<file path="src/rtl/rtc_sched_pkg.sv">
// Shared definitions for the RTC bus scheduler, its sequencers and the bus mux:
// state encoding, bus_sel codes and default transaction lengths.
package rtc_sched_pkg;

    typedef enum logic [2:0] {
        ST_IDLE,
        ST_INIT,
        ST_WRITE,
        ST_READ,
        ST_GAP
    } sched_state_t;

    localparam logic [1:0] SEL_NONE  = 2'b00;
    localparam logic [1:0] SEL_INIT  = 2'b01;
    localparam logic [1:0] SEL_WRITE = 2'b10;
    localparam logic [1:0] SEL_READ  = 2'b11;

    localparam int DEF_READ_CYCLES  = 352;
    localparam int DEF_WRITE_CYCLES = 352;
    localparam int DEF_INIT_CYCLES  = 72;
    localparam int DEF_GAP_CYCLES   = 8;
    localparam int DEF_READ_PERIOD  = 1_000_000;

    function automatic int max_of4(input int a, input int b, input int c, input int d);
        int m;
        m = a;
        if (b > m) m = b;
        if (c > m) m = c;
        if (d > m) m = d;
        return m;
    endfunction

    // Bits needed to count 0..n-1, never narrower than one bit.
    function automatic int cnt_width(input int n);
        return (n > 1) ? $clog2(n) : 1;
    endfunction

endpackage

</file>
<file path="src/rtl/rtc_period_timer.sv">
// Free-running 0..READ_PERIOD-1 counter; tick is high while the count sits on
// its last value, so it lasts exactly one cycle per period.
module rtc_period_timer
    import rtc_sched_pkg::*;
#(
    parameter int READ_PERIOD = DEF_READ_PERIOD
) (
    input  logic clk,
    input  logic reset,
    output logic tick
);

    localparam int CW = cnt_width(READ_PERIOD);
    localparam logic [CW-1:0] LAST = CW'(READ_PERIOD - 1);

    logic [CW-1:0] count;

    always_ff @(posedge clk or posedge reset) begin
        if (reset) begin
            count <= '0;
        end else if (count == LAST) begin
            count <= '0;
        end else begin
            count <= count + CW'(1);
        end
    end

    assign tick = (count == LAST);

endmodule

</file>
<file path="src/rtl/rtc_bus_scheduler.sv">
// Owns the RTC parallel bus: grants init, write or periodic read sequencers one
// at a time, holds their do_it level for a fixed length, then a guard gap.
module rtc_bus_scheduler
    import rtc_sched_pkg::*;
#(
    parameter int READ_CYCLES  = DEF_READ_CYCLES,
    parameter int WRITE_CYCLES = DEF_WRITE_CYCLES,
    parameter int INIT_CYCLES  = DEF_INIT_CYCLES,
    parameter int GAP_CYCLES   = DEF_GAP_CYCLES,
    parameter int READ_PERIOD  = DEF_READ_PERIOD
) (
    input  logic       clk,
    input  logic       reset,
    input  logic       en_lectura,
    input  logic       req_write,
    output logic       do_it_init,
    output logic       do_it_escribir,
    output logic       do_it_leer,
    output logic [1:0] bus_sel,
    output logic       busy,
    output logic       init_done,
    output logic       write_ack,
    output logic       read_done,
    output logic       read_overrun
);

    localparam int CNT_W = cnt_width(max_of4(READ_CYCLES, WRITE_CYCLES, INIT_CYCLES, GAP_CYCLES));
    localparam logic [CNT_W-1:0] READ_LAST  = CNT_W'(READ_CYCLES - 1);
    localparam logic [CNT_W-1:0] WRITE_LAST = CNT_W'(WRITE_CYCLES - 1);
    localparam logic [CNT_W-1:0] INIT_LAST  = CNT_W'(INIT_CYCLES - 1);
    localparam logic [CNT_W-1:0] GAP_LAST   = CNT_W'(GAP_CYCLES - 1);

    sched_state_t     state;
    logic [CNT_W-1:0] dur_cnt;
    logic             phase_last;
    logic             init_pend;
    logic             wr_pend;
    logic             rd_pend;
    logic             tick;
    logic             read_tick;
    logic             grant_init;
    logic             grant_write;
    logic             grant_read;

    rtc_period_timer #(
        .READ_PERIOD(READ_PERIOD)
    ) u_period_timer (
        .clk  (clk),
        .reset(reset),
        .tick (tick)
    );

    assign read_tick = tick & en_lectura;

    // Grants only happen from IDLE; writes and reads wait for a completed init.
    assign grant_init  = (state == ST_IDLE) & init_pend;
    assign grant_write = (state == ST_IDLE) & ~init_pend & init_done & wr_pend;
    assign grant_read  = (state == ST_IDLE) & ~init_pend & init_done & ~wr_pend & rd_pend;

    // A new request arriving on the grant edge survives the clear and is served later.
    always_ff @(posedge clk or posedge reset) begin
        if (reset) begin
            init_pend    <= 1'b1;
            wr_pend      <= 1'b0;
            rd_pend      <= 1'b0;
            read_overrun <= 1'b0;
        end else begin
            if (grant_init) begin
                init_pend <= 1'b0;
            end
            wr_pend      <= req_write | (wr_pend & ~grant_write);
            rd_pend      <= read_tick | (rd_pend & ~grant_read);
            read_overrun <= read_tick & rd_pend;
        end
    end

    always_comb begin
        phase_last = 1'b0;
        case (state)
            ST_INIT:  phase_last = (dur_cnt == INIT_LAST);
            ST_WRITE: phase_last = (dur_cnt == WRITE_LAST);
            ST_READ:  phase_last = (dur_cnt == READ_LAST);
            ST_GAP:   phase_last = (dur_cnt == GAP_LAST);
            default:  phase_last = 1'b0;
        endcase
    end

    always_ff @(posedge clk or posedge reset) begin
        if (reset) begin
            state          <= ST_IDLE;
            dur_cnt        <= '0;
            do_it_init     <= 1'b0;
            do_it_escribir <= 1'b0;
            do_it_leer     <= 1'b0;
            bus_sel        <= SEL_NONE;
            init_done      <= 1'b0;
            write_ack      <= 1'b0;
            read_done      <= 1'b0;
        end else begin
            write_ack <= 1'b0;
            read_done <= 1'b0;
            case (state)
                ST_IDLE: begin
                    dur_cnt <= '0;
                    if (grant_init) begin
                        state      <= ST_INIT;
                        do_it_init <= 1'b1;
                        bus_sel    <= SEL_INIT;
                    end else if (grant_write) begin
                        state          <= ST_WRITE;
                        do_it_escribir <= 1'b1;
                        bus_sel        <= SEL_WRITE;
                    end else if (grant_read) begin
                        state      <= ST_READ;
                        do_it_leer <= 1'b1;
                        bus_sel    <= SEL_READ;
                    end
                end
                ST_INIT, ST_WRITE, ST_READ: begin
                    if (phase_last) begin
                        state          <= ST_GAP;
                        dur_cnt        <= '0;
                        do_it_init     <= 1'b0;
                        do_it_escribir <= 1'b0;
                        do_it_leer     <= 1'b0;
                        bus_sel        <= SEL_NONE;
                        init_done      <= init_done | (state == ST_INIT);
                        write_ack      <= (state == ST_WRITE);
                        read_done      <= (state == ST_READ);
                    end else begin
                        dur_cnt <= dur_cnt + CNT_W'(1);
                    end
                end
                ST_GAP: begin
                    if (phase_last) begin
                        state   <= ST_IDLE;
                        dur_cnt <= '0;
                    end else begin
                        dur_cnt <= dur_cnt + CNT_W'(1);
                    end
                end
                default: begin
                    state          <= ST_IDLE;
                    dur_cnt        <= '0;
                    do_it_init     <= 1'b0;
                    do_it_escribir <= 1'b0;
                    do_it_leer     <= 1'b0;
                    bus_sel        <= SEL_NONE;
                end
            endcase
        end
    end

    assign busy = (state != ST_IDLE);

endmodule

</file>
<file path="config.mk">
export PLATFORM = sky130hd
export DESIGN_NAME = rtc_bus_scheduler
export DESIGN_NICKNAME = d
export VERILOG_FILES = /design/src/rtl/rtc_sched_pkg.sv /design/src/rtl/rtc_period_timer.sv /design/src/rtl/rtc_bus_scheduler.sv
export SDC_FILE = /design/constraint.sdc
export NUM_CORES = 1
export LEC_CHECK = 0
export CORE_ASPECT_RATIO = 0.6
export CORE_MARGIN = 2
export CORE_UTILIZATION = 49
export CTS_CLUSTER_DIAMETER = 40
export DETAILED_ROUTE_END_ITERATION = 7
export MAX_ROUTING_LAYER = met4
export PLACE_DENSITY = 0.68
export SETUP_SLACK_MARGIN = 0.15
export SYNTH_ARGS = -nofsm -noshare
export SYNTH_HDL_FRONTEND = slang
export SYNTH_HIERARCHICAL = 1
export SYNTH_SLANG_ARGS = --single-unit
</file>
<file path="constraint.sdc">
create_clock -name clk -period 3.7 [get_ports clk]
set_input_delay 0.74 -clock clk [delete_from_list [all_inputs] [get_ports clk]]
set_output_delay 0.74 -clock clk [all_outputs]
set_load 0.02 [all_outputs]
</file>
==> results by group <==
Setup path
  – Max FO, Critical Path: 11
  – CP top delay family: buffers and inverters
  – Cell Chain, Critical Path: nor3_1 -> inv_2 -> clkdlybuf4s50_1
  – Critical Path RT: just under 3 ns
  – Largest stage delay, worst path: approximately 0.57 ns
  – CP Class: register to output pin
  – Slowest-stage cell, CP: clkdlybuf4s50_1
  – Worst reg2reg setup slack: ~1.9 ns
  – Worst setup SP type: register
  – Critical path buffer and inverter count: 2
  – Critical Path Sink Type: output pin
  – Crit path DAT: roughly 2.0 ns

Cells and area
  – Antenna diode count: 0
  – Final cell count without fillers: roughly 290
  – Final Core Density: about three fifths
  – Share of cells above drive strength 1: approximately 11%
  – Layout area overhead: 11.71%
  – Nets: 232
  – Final instance area: ~2500 µm²

GRT
  – Global Route Usage Sum: around a fifth
  – Largest net degree at the start of global routing: 25
  – Initial antenna violation count: 0
  – GRT overflow: 0
  – Vias in the first global route: around 1.6k
  – Global-route wire length before repair: 8148 µm

Routing
  – Final ANT Viol Nets: 0
  – DRT Wirelength: 4449 µm
  – Via count: ~1.6k
  – Total iterations of the first detailed-routing run: 4
  – Via/cell ratio: 5.645
  – Wire length per cell: about 16 µm
  – Initial drt markers: 114
  – DRC viols: 0

Power and ir drop
  – Pwr dens: between 300 and 400 nW/µm²
  – P_leak: 1.025 nW
  – Switching power total: between 0.15 and 0.2 mW
  – Gate power share: approximately 1.6%
  – P_int: just over 0.6 mW
  – Maximum vdd drop: 0.1418 mV
  – Switching part of the total: roughly a fifth
  – Reg power frac: between 60% and 70%
  – Clock power share: 37.0%

STA
  – Setup ws final: 0.9643 ns
  – Final worst path period share: between 70% and 80%
  – RSZ-0062 raised after global routing: no
  – Relative slew slack: between 30% and 40%
  – Final setup violation count: 0
  – Slew Viols, Final: 0
  – Max frequency: between 300 and 400 MHz
  – Tmin final: about 2.7 ns
  – Worst-margin pin slew: 0.9097 ns
  – Sum Neg Setup Slack: 0 ns
  – Hold Fails Final Rpt: 0
  – Final Skew: ~0.011 ns

Placement
  – RD Place Congestion: 0.8543
  – Pre-CTS setup slack: between 1 and 1.5 ns
  – Cell count after placement: 279
  – Dpl hpwl: about 3300 µm
  – Port Buffers: 13
  – Dpl cell area: 2389 µm²

CTS
  – Num CTS Buffers: 5
  – Clk buf depth: 2
  – CTS H-tree lvls: 2
  – Clk_lat worst skew: approximately 0.3 ns
  – Hold-fix buffer count after cts: 0
  – TritonCTS clock tree: yes
  – Clk sink count: 44
  – Clock slew at reported path FFs: around 0.08 ns
  – CTS resizes: 0
  – Post-CTS setup repair buffer count: 0
  – Clock Tree Root: clkbuf_8

Synthesis
  – Number of synthesized flops with an enable pin: 0
  – Count leader, synth: dfrtp_1
  – Mapped Nets: roughly 220
  – Number of synthesized register bits: 44
  – Asr flop ratio synth: 100.0%
  – Synth cell types: 49
  – Main synth FF type: dfrtp_1
  – Top post-synthesis cells by area: dfrtp_1, xnor2_1, nor2_1, xor2_1, nand3_1
  – Syn Area/Cell: 10.53 µm²
  – Yosys top cell by area: dfrtp_1
  – Synth warnings: 6
  – Synthesized instance count: 210
  – Mapped Area: ~2200 µm²
  – Synth top area share: roughly half
  – Commonest cells post-synth: dfrtp_1, nor2_1, nand3_1
  – Sequential area share after synthesis: between 40 and 50%

Floorplanning
  – Core area: 4212 µm²
  – DIE WIDTH: between 90 and 100 µm
  – Row cnt: 18
  – Die Span Y: about 56 µm
  – Initial core utilization: a little over half
  – Die area: 5083 µm²
  – Num ports: 14

Status
  – Status: completed

Min path
  – Worst hold path type: register to register

Run
  – Max-capacitance violation count: 0
==> kinds of logic after synthesis <==
| kind of cell | share of synthesized area, % |
|---|---|
| compound gates | 10.30 |
| xor+xnor | 8.319 |
| fa+ha+maj | 1.132 |
| buf+inv | 2.773 |
| flops | 49.86 |
| mux | 1.358 |
| simple gates | 26.26 |
==> layer usage <==
layer,GRT usage (%),share of wire (%)
met5,-,0
met4,7.473,0.85
met3,5.420,6.3
met2,30.06,45
met1,28.82,48
==> area by class of cell <==
type                    count  area [µm²]
multi-input cells         153        1047
well taps                  60       75.07
clock buffers               7       76.32
clock inverters             1       5.005
flip-flops and latches     44        1102
inverters                   9       33.78
repair buffers             13       130.1
fillers                   370        1742
==> stage by stage <==
stage	hold slack (ns)	total power [mW]
2_1_floorplan	0.4280	0.4972
3_3_place_gp	0.4428	0.5029
3_5_place_dp	0.4668	0.5036
4_1_cts	0.4779	0.7916
5_1_grt	0.4963	0.8214
6_report	0.4755	0.7829
==> placed cells by master, fill, tap and decap left out, types with 3 or more instances in the layout <==
cell type / Yosys / routed
xnor2_1: 12 / 12
clkdlybuf4s50_1: 0 / 13
nand2b_1: 3 / 3
nand3_1: 15 / 15
nand2_1: 11 / 11
and3_1: 6 / 6
nand4_1: 4 / 4
nor3_1: 8 / 8
clkbuf_8: 0 / 5
nor2_1: 21 / 21
xor2_1: 9 / 9
a21oi_1: 9 / 9
inv_1: 8 / 8
dfrtp_1: 43 / 43
o21ai_0: 11 / 11
mux2i_1: 3 / 3
nor4_1: 4 / 4
==> worst paths after layout <==
check	start	to	cells after the start
min in group asynchronous	reset	u_period_timer/count[9]	2
min reg2reg	dur_cnt[0]	dur_cnt[0]	1
max	state[2]	busy	3
max in group asynchronous	reset	dur_cnt[2]	2
min	dur_cnt[0]	dur_cnt[0]	1
max reg2reg	u_period_timer/count[8]	read_overrun	4
==> power groups by stage <==
stage / combinational [mW] / sequential (mW) / clock [mW]
3_3_place_gp: 0.0129 / 0.490 / 0
2_1_floorplan: 0.00720 / 0.490 / 0
3_5_place_dp: 0.0136 / 0.490 / 0
5_1_grt: 0.0152 / 0.481 / 0.326
6_report: 0.0129 / 0.480 / 0.290
4_1_cts: 0.0137 / 0.480 / 0.298
==> registers in the layout, summed over array words and instances, names as in the netlist, 2 cells and up <==
signal,cells
bus_sel,2
dur_cnt,9
u_period_timer/count,20
state,3
Power figures use the tool's default switching activity.
